[config.mk]
export PLATFORM = sky130hd
export DESIGN_NAME = lmsm_sequencer
export DESIGN_NICKNAME = d
export VERILOG_FILES = /design/src/rtl/lca_pkg.sv /design/src/rtl/lmsm_sequencer_prio_enc8.sv /design/src/rtl/lmsm_sequencer.sv
export SDC_FILE = /design/constraint.sdc
export NUM_CORES = 1
export LEC_CHECK = 0
export CORE_MARGIN = 4
export CORE_UTILIZATION = 40
export CTS_CLUSTER_DIAMETER = 50
export CTS_CLUSTER_SIZE = 16
export DETAILED_ROUTE_END_ITERATION = 12
export PLACE_DENSITY = 0.73
export SYNTH_ARGS = -nofsm -noshare
export SYNTH_HDL_FRONTEND = slang
export SYNTH_SLANG_ARGS = --single-unit
export TNS_END_PERCENT = 1
[constraint.sdc]
create_clock -name clk -period 6.2 [get_ports clk]
set_input_delay 0.62 -clock clk [delete_from_list [all_inputs] [get_ports clk]]
set_output_delay 0.62 -clock clk [all_outputs]
set_load 0.05 [all_outputs]
[src/rtl/lca_pkg.sv]
// Shared definitions for the LM/SM sequencer: opcodes, FSM state encoding
// and instruction field positions of the 16-bit ISA.
package lca_pkg;

  localparam logic [3:0] OP_LM = 4'b0110;
  localparam logic [3:0] OP_SM = 4'b0111;

  typedef enum logic {
    IDLE = 1'b0,
    SEQ  = 1'b1
  } state_e;

  localparam int OPC_MSB  = 15;
  localparam int OPC_LSB  = 12;
  localparam int RA_MSB   = 11;
  localparam int RA_LSB   = 9;
  localparam int MASK_MSB = 7;
  localparam int MASK_LSB = 0;

  function automatic logic is_lmsm(input logic [3:0] opc);
    return (opc == OP_LM) || (opc == OP_SM);
  endfunction

endpackage

[src/rtl/lmsm_sequencer_prio_enc8.sv]
// Lowest-set-bit priority encoder: returns the index of the least
// significant 1 in an 8-bit vector plus a flag that any bit was set.
module prio_enc8 (
  input  logic [7:0] vec,
  output logic [2:0] idx,
  output logic       found
);

  // Scan downward so the lowest set bit is the final assignment.
  always_comb begin
    idx   = 3'd0;
    found = |vec;
    for (int i = 7; i >= 0; i--) begin
      if (vec[i]) idx = 3'(i);
    end
  end

endmodule

[src/rtl/lmsm_sequencer.sv]
// Expands LM/SM instructions into one memory micro-op per mask bit and passes
// other instructions through with one cycle of latency. Optional seq_cycles
// counter is built when LMSM_PERF_CNT_EN is defined.
module lmsm_sequencer
  import lca_pkg::*;
(
  input  logic        clk,
  input  logic        reset,
  input  logic        valid_in,
  input  logic [15:0] ir_in,
  input  logic        stall_in,
  input  logic        flush,
  output logic        hold_upstream,
  output logic        uop_valid,
  output logic [15:0] uop_ir,
  output logic        uop_mem,
  output logic [2:0]  uop_reg,
  output logic [2:0]  uop_offset,
  output logic        uop_last,
`ifdef LMSM_PERF_CNT_EN
  output logic [15:0] seq_cycles,
`endif
  output state_e      dbg_state
);

  // Handshake: ir_in is consumed on a rising edge where valid_in=1,
  // stall_in=0, flush=0 and hold_upstream=0; upstream keeps the same
  // instruction on ir_in while hold_upstream is high. uop_* is meaningful
  // only when uop_valid=1 and is frozen while stall_in=1.

  state_e      state;
  logic [7:0]  pm;
  logic [15:0] ir_q;
  logic [2:0]  cnt;

  logic [7:0]  enc_in;
  logic [2:0]  enc_idx;
  logic        enc_found;
  logic [7:0]  enc_rest;
  logic        in_lmsm;

  // One encoder serves both the first transfer (fresh mask) and SEQ (pending mask).
  assign enc_in   = (state == SEQ) ? pm : ir_in[MASK_MSB:MASK_LSB];
  assign enc_rest = enc_in & ~(8'd1 << enc_idx);
  assign in_lmsm  = is_lmsm(ir_in[OPC_MSB:OPC_LSB]);

  prio_enc8 u_prio_enc8 (
    .vec   (enc_in),
    .idx   (enc_idx),
    .found (enc_found)
  );

  assign hold_upstream = stall_in | (state == SEQ);
  assign dbg_state     = state;

  always_ff @(posedge clk or negedge reset) begin
    if (!reset) begin
      state      <= IDLE;
      pm         <= '0;
      ir_q       <= '0;
      cnt        <= '0;
      uop_valid  <= 1'b0;
      uop_ir     <= '0;
      uop_mem    <= 1'b0;
      uop_reg    <= '0;
      uop_offset <= '0;
      uop_last   <= 1'b0;
    end else if (flush) begin
      state      <= IDLE;
      pm         <= '0;
      cnt        <= '0;
      uop_valid  <= 1'b0;
      uop_ir     <= '0;
      uop_mem    <= 1'b0;
      uop_reg    <= '0;
      uop_offset <= '0;
      uop_last   <= 1'b0;
    end else if (!stall_in) begin
      case (state)
        IDLE: begin
          if (!valid_in) begin
            uop_valid <= 1'b0;
          end else if (!in_lmsm) begin
            uop_valid  <= 1'b1;
            uop_ir     <= ir_in;
            uop_mem    <= 1'b0;
            uop_reg    <= '0;
            uop_offset <= '0;
            uop_last   <= 1'b1;
          end else if (!enc_found) begin
            // Empty mask: instruction retires with no transfer.
            uop_valid <= 1'b0;
          end else begin
            uop_valid  <= 1'b1;
            uop_ir     <= ir_in;
            uop_mem    <= 1'b1;
            uop_reg    <= enc_idx;
            uop_offset <= 3'd0;
            uop_last   <= (enc_rest == 8'd0);
            ir_q       <= ir_in;
            pm         <= enc_rest;
            cnt        <= 3'd1;
            state      <= (enc_rest == 8'd0) ? IDLE : SEQ;
          end
        end
        SEQ: begin
          uop_valid  <= 1'b1;
          uop_ir     <= ir_q;
          uop_mem    <= 1'b1;
          uop_reg    <= enc_idx;
          uop_offset <= cnt;
          uop_last   <= (enc_rest == 8'd0);
          pm         <= enc_rest;
          cnt        <= cnt + 3'd1;
          state      <= (enc_rest == 8'd0) ? IDLE : SEQ;
        end
        default: state <= IDLE;
      endcase
    end
  end

`ifdef LMSM_PERF_CNT_EN
  // Counts unstalled SEQ cycles; deliberately survives flush.
  always_ff @(posedge clk or negedge reset) begin
    if (!reset) begin
      seq_cycles <= '0;
    end else if ((state == SEQ) && !stall_in && (seq_cycles != 16'hFFFF)) begin
      seq_cycles <= seq_cycles + 16'd1;
    end
  end
`endif

endmodule

==> impl_metrics.ini <==
[die]
fp.dieArea_sq_um = 8240
die_x_microns = 90.8
die_h_microns = 90.8
std_cell_rows = 29
coreArea_sq_um = 6490
start_util_pct = 42.2
ioPinCount = 48

[worst_setup_path]
worstPathRequired_ns = 5.58
cp_cell_sequence = buf_4 > clkinv_1 > nand2_1 > clkdlybuf4s50_1
cp_slowest_cell = clkdlybuf4s50_1
critPathKind = reg -> out
cp.arrival_ns = 2.64
critPathCaptureType = output pin
path_max_fanout = 50
worstSetupStartpointType = flop
max_stage_delay_ns = 0.83

[sta]
tns_ns = 0
drv_slew = 0
period_share_pct = 52.6
worst_slew_pin_slew_ns = 1.04
clock-skew-final_ns = 0.00578
max_freq_mhz = 307
fin_crit_ns = 3.26
hold_violations = 0
whs_ns = 0.425
rsz0062_at_grt = no
slew_headroom_pct = 30.3
setup_viol = 0

[grt]
grt_pass1_wl_microns = 11100
grt-ovfl-total = 0
antenna_found_initial = 0
grt_max_degree = 54
grt.total_usage_pct = 16.5
grt_pass1_vias = 2087

[synth]
synth_top_cell_area_share_pct = 48.4
yosysTopAreaCell = dfrtp_1
syn_area_sq_um = 2740
synth-async-reset-ratio_pct = 100
seq_area_frac_synth_pct = 48.4
ys.flop_type = dfrtp_1
ys_warn_count = 0
synthTopCellsByArea = dfrtp_1, a21oi_1, a211oi_2
synth.distinct_cells = 55
syn_inst = 250
synth_nets = 272
synth-edff-count = 0
avgSynthCellArea_sq_um = 11.0
ys_ff_latch = 53

[routing]
drtIter0Drc = 133
vias = 2103
dr.pass1.iters = 4
wirelength_microns = 6530
wire_per_inst_microns = 17.7
viasPerCell = 5.71
drcViolationCount = 0
ant_nets = 0

[clocking]
clockBufferDepth = 2
cts-root-buf = clkbuf_8
postCtsHoldBufs = 0
cts_setup_buffers = 0
cts_buffers = 5
cts_sinks = 53
path_clk_slew_ns = 0.09
cts_tree = yes
clkLatencyLatePin_ns = 0.31
cts_max_level = 2
post_cts_resized = 0

[pwr]
switchingPower_uw = 227
p_comb_share_pct = 20.2
p_per_area_nw_per_um2 = 236
power_uw = 788
peakVddDrop_uv = 128
p_clk_share_pct = 30.2
switching_share_pct = 28.8
p_int_uw = 561
p_leak_uw = 0.00143
power_frac_seq_pct = 49.6

[placement]
gp_congestion = 0.842
io_buffers = 47
dp.cells = 360
hpwlAfterDp_microns = 4500

[cells_and_area]
fin_cells = 368
final_cell_mix = dfrtp_1, clkdlybuf4s50_1, nor2_1
top_regs = ir_q x16, uop_ir x16, pm x8
final_nets = 312
drive_above_1_share_pct = 15.5
areaGrowthSynthToFinish_pct = 22.0
regArea_sq_um = 1330
final_common_cell = dfrtp_1
diodes = 0
multi_input_area_sq_um = 1300
nFillCells = 572

[run_status]
status = finished, final reports clean

[worst_hold_path]
hold_path_class = in -> async

[flow_run]
maxCapViolCount = 0
[synthesized netlist by cell type, types with 5 or more instances]
cell type / count
dfrtp_1: 53
nor2_1: 24
a21oi_1: 23
a211oi_1: 10
a211oi_2: 9
mux2i_1: 8
nand2_1: 8
nor2b_1: 8
clkbuf_1: 7
mux2_2: 7
inv_1: 6
nand2b_1: 6
a21o_1: 5
buf_2: 5
mux2_4: 5
[metal layers]
layer	vias to the layer above	global-route usage (%)	routed length, microns
met4	0	3.64	61
met1	1026	24.7	3230
met3	4	4.33	355
met2	68	23.7	2880
li1	1005	-	-
met5	-	0	0
[final cells by class]
class	count	share of cell area [%]
Clock inverter	2	1.16
Timing Repair Buffer	50	14.6
Sequential cell	53	39.7
Tap cell	77	2.88
Multi-Input combinational cell	173	38.8
Clock buffer	6	2.17
Inverter	7	0.786
[cell families after synthesis]
family	Yosys count	synth area share, %
AO/OA/AOI/OAI	80	23.1
buffers and inverters	24	4.75
flip-flops	53	48.4
multiplexers	20	8.54
AND/OR/NAND/NOR	72	14.8
adder cells (fa/ha/maj)	1	0.456
[metrics by stage]
step | util (%) | area (sq um) | worst slack [ns]
2_1_floorplan | - | 2740 | 3.79
3_3_place_gp | 49.8 | 3230 | 3.06
3_5_place_dp | 49.8 | 3230 | 3.05
4_1_cts | 51.5 | 3340 | 2.92
5_1_grt | 51.5 | 3340 | 2.73
6_report | 51.5 | 3340 | 2.94
[critical path: cells and delay by family (launching register included)]
| kind | cells | cell delay (ns) |
|---|---|---|
| and+or+nand+nor | 1 | 0.23 |
| DFF | 1 | 0.33 |
| buffers and inverters | 3 | 1.77 |
[path summary, 6_finish.rpt]
kind | end | startpoint | cells after the start | slack (ns)
worst max-delay path | hold_upstream | dbg_state$_DFFE_PN0N_ | 4 | 2.94
worst min-delay path | uop_ir[12]$_DFFE_PN0P_ | reset | 2 | 0.42
worst max register to register | uop_reg[2]$_DFFE_PN0P_ | dbg_state$_DFFE_PN0N_ | 7 | 3.31
worst min register to register | uop_mem$_DFFE_PN0P_ | uop_mem$_DFFE_PN0P_ | 1 | 0.49
max in group asynchronous | uop_ir[11]$_DFFE_PN0P_ | reset | 2 | 5.33
min in group clk | uop_mem$_DFFE_PN0P_ | uop_mem$_DFFE_PN0P_ | 1 | 0.49
[power groups by stage]
stage | clock network, uW | registers, uW | logic [uW]
after floorplan | 0 | 424 | 74.0
final | 238 | 391 | 159
after detailed placement | 0 | 398 | 159
after global routing | 262 | 395 | 171
after CTS | 243 | 391 | 160
after global placement | 0 | 396 | 157
(Power assumes the default switching activity.)
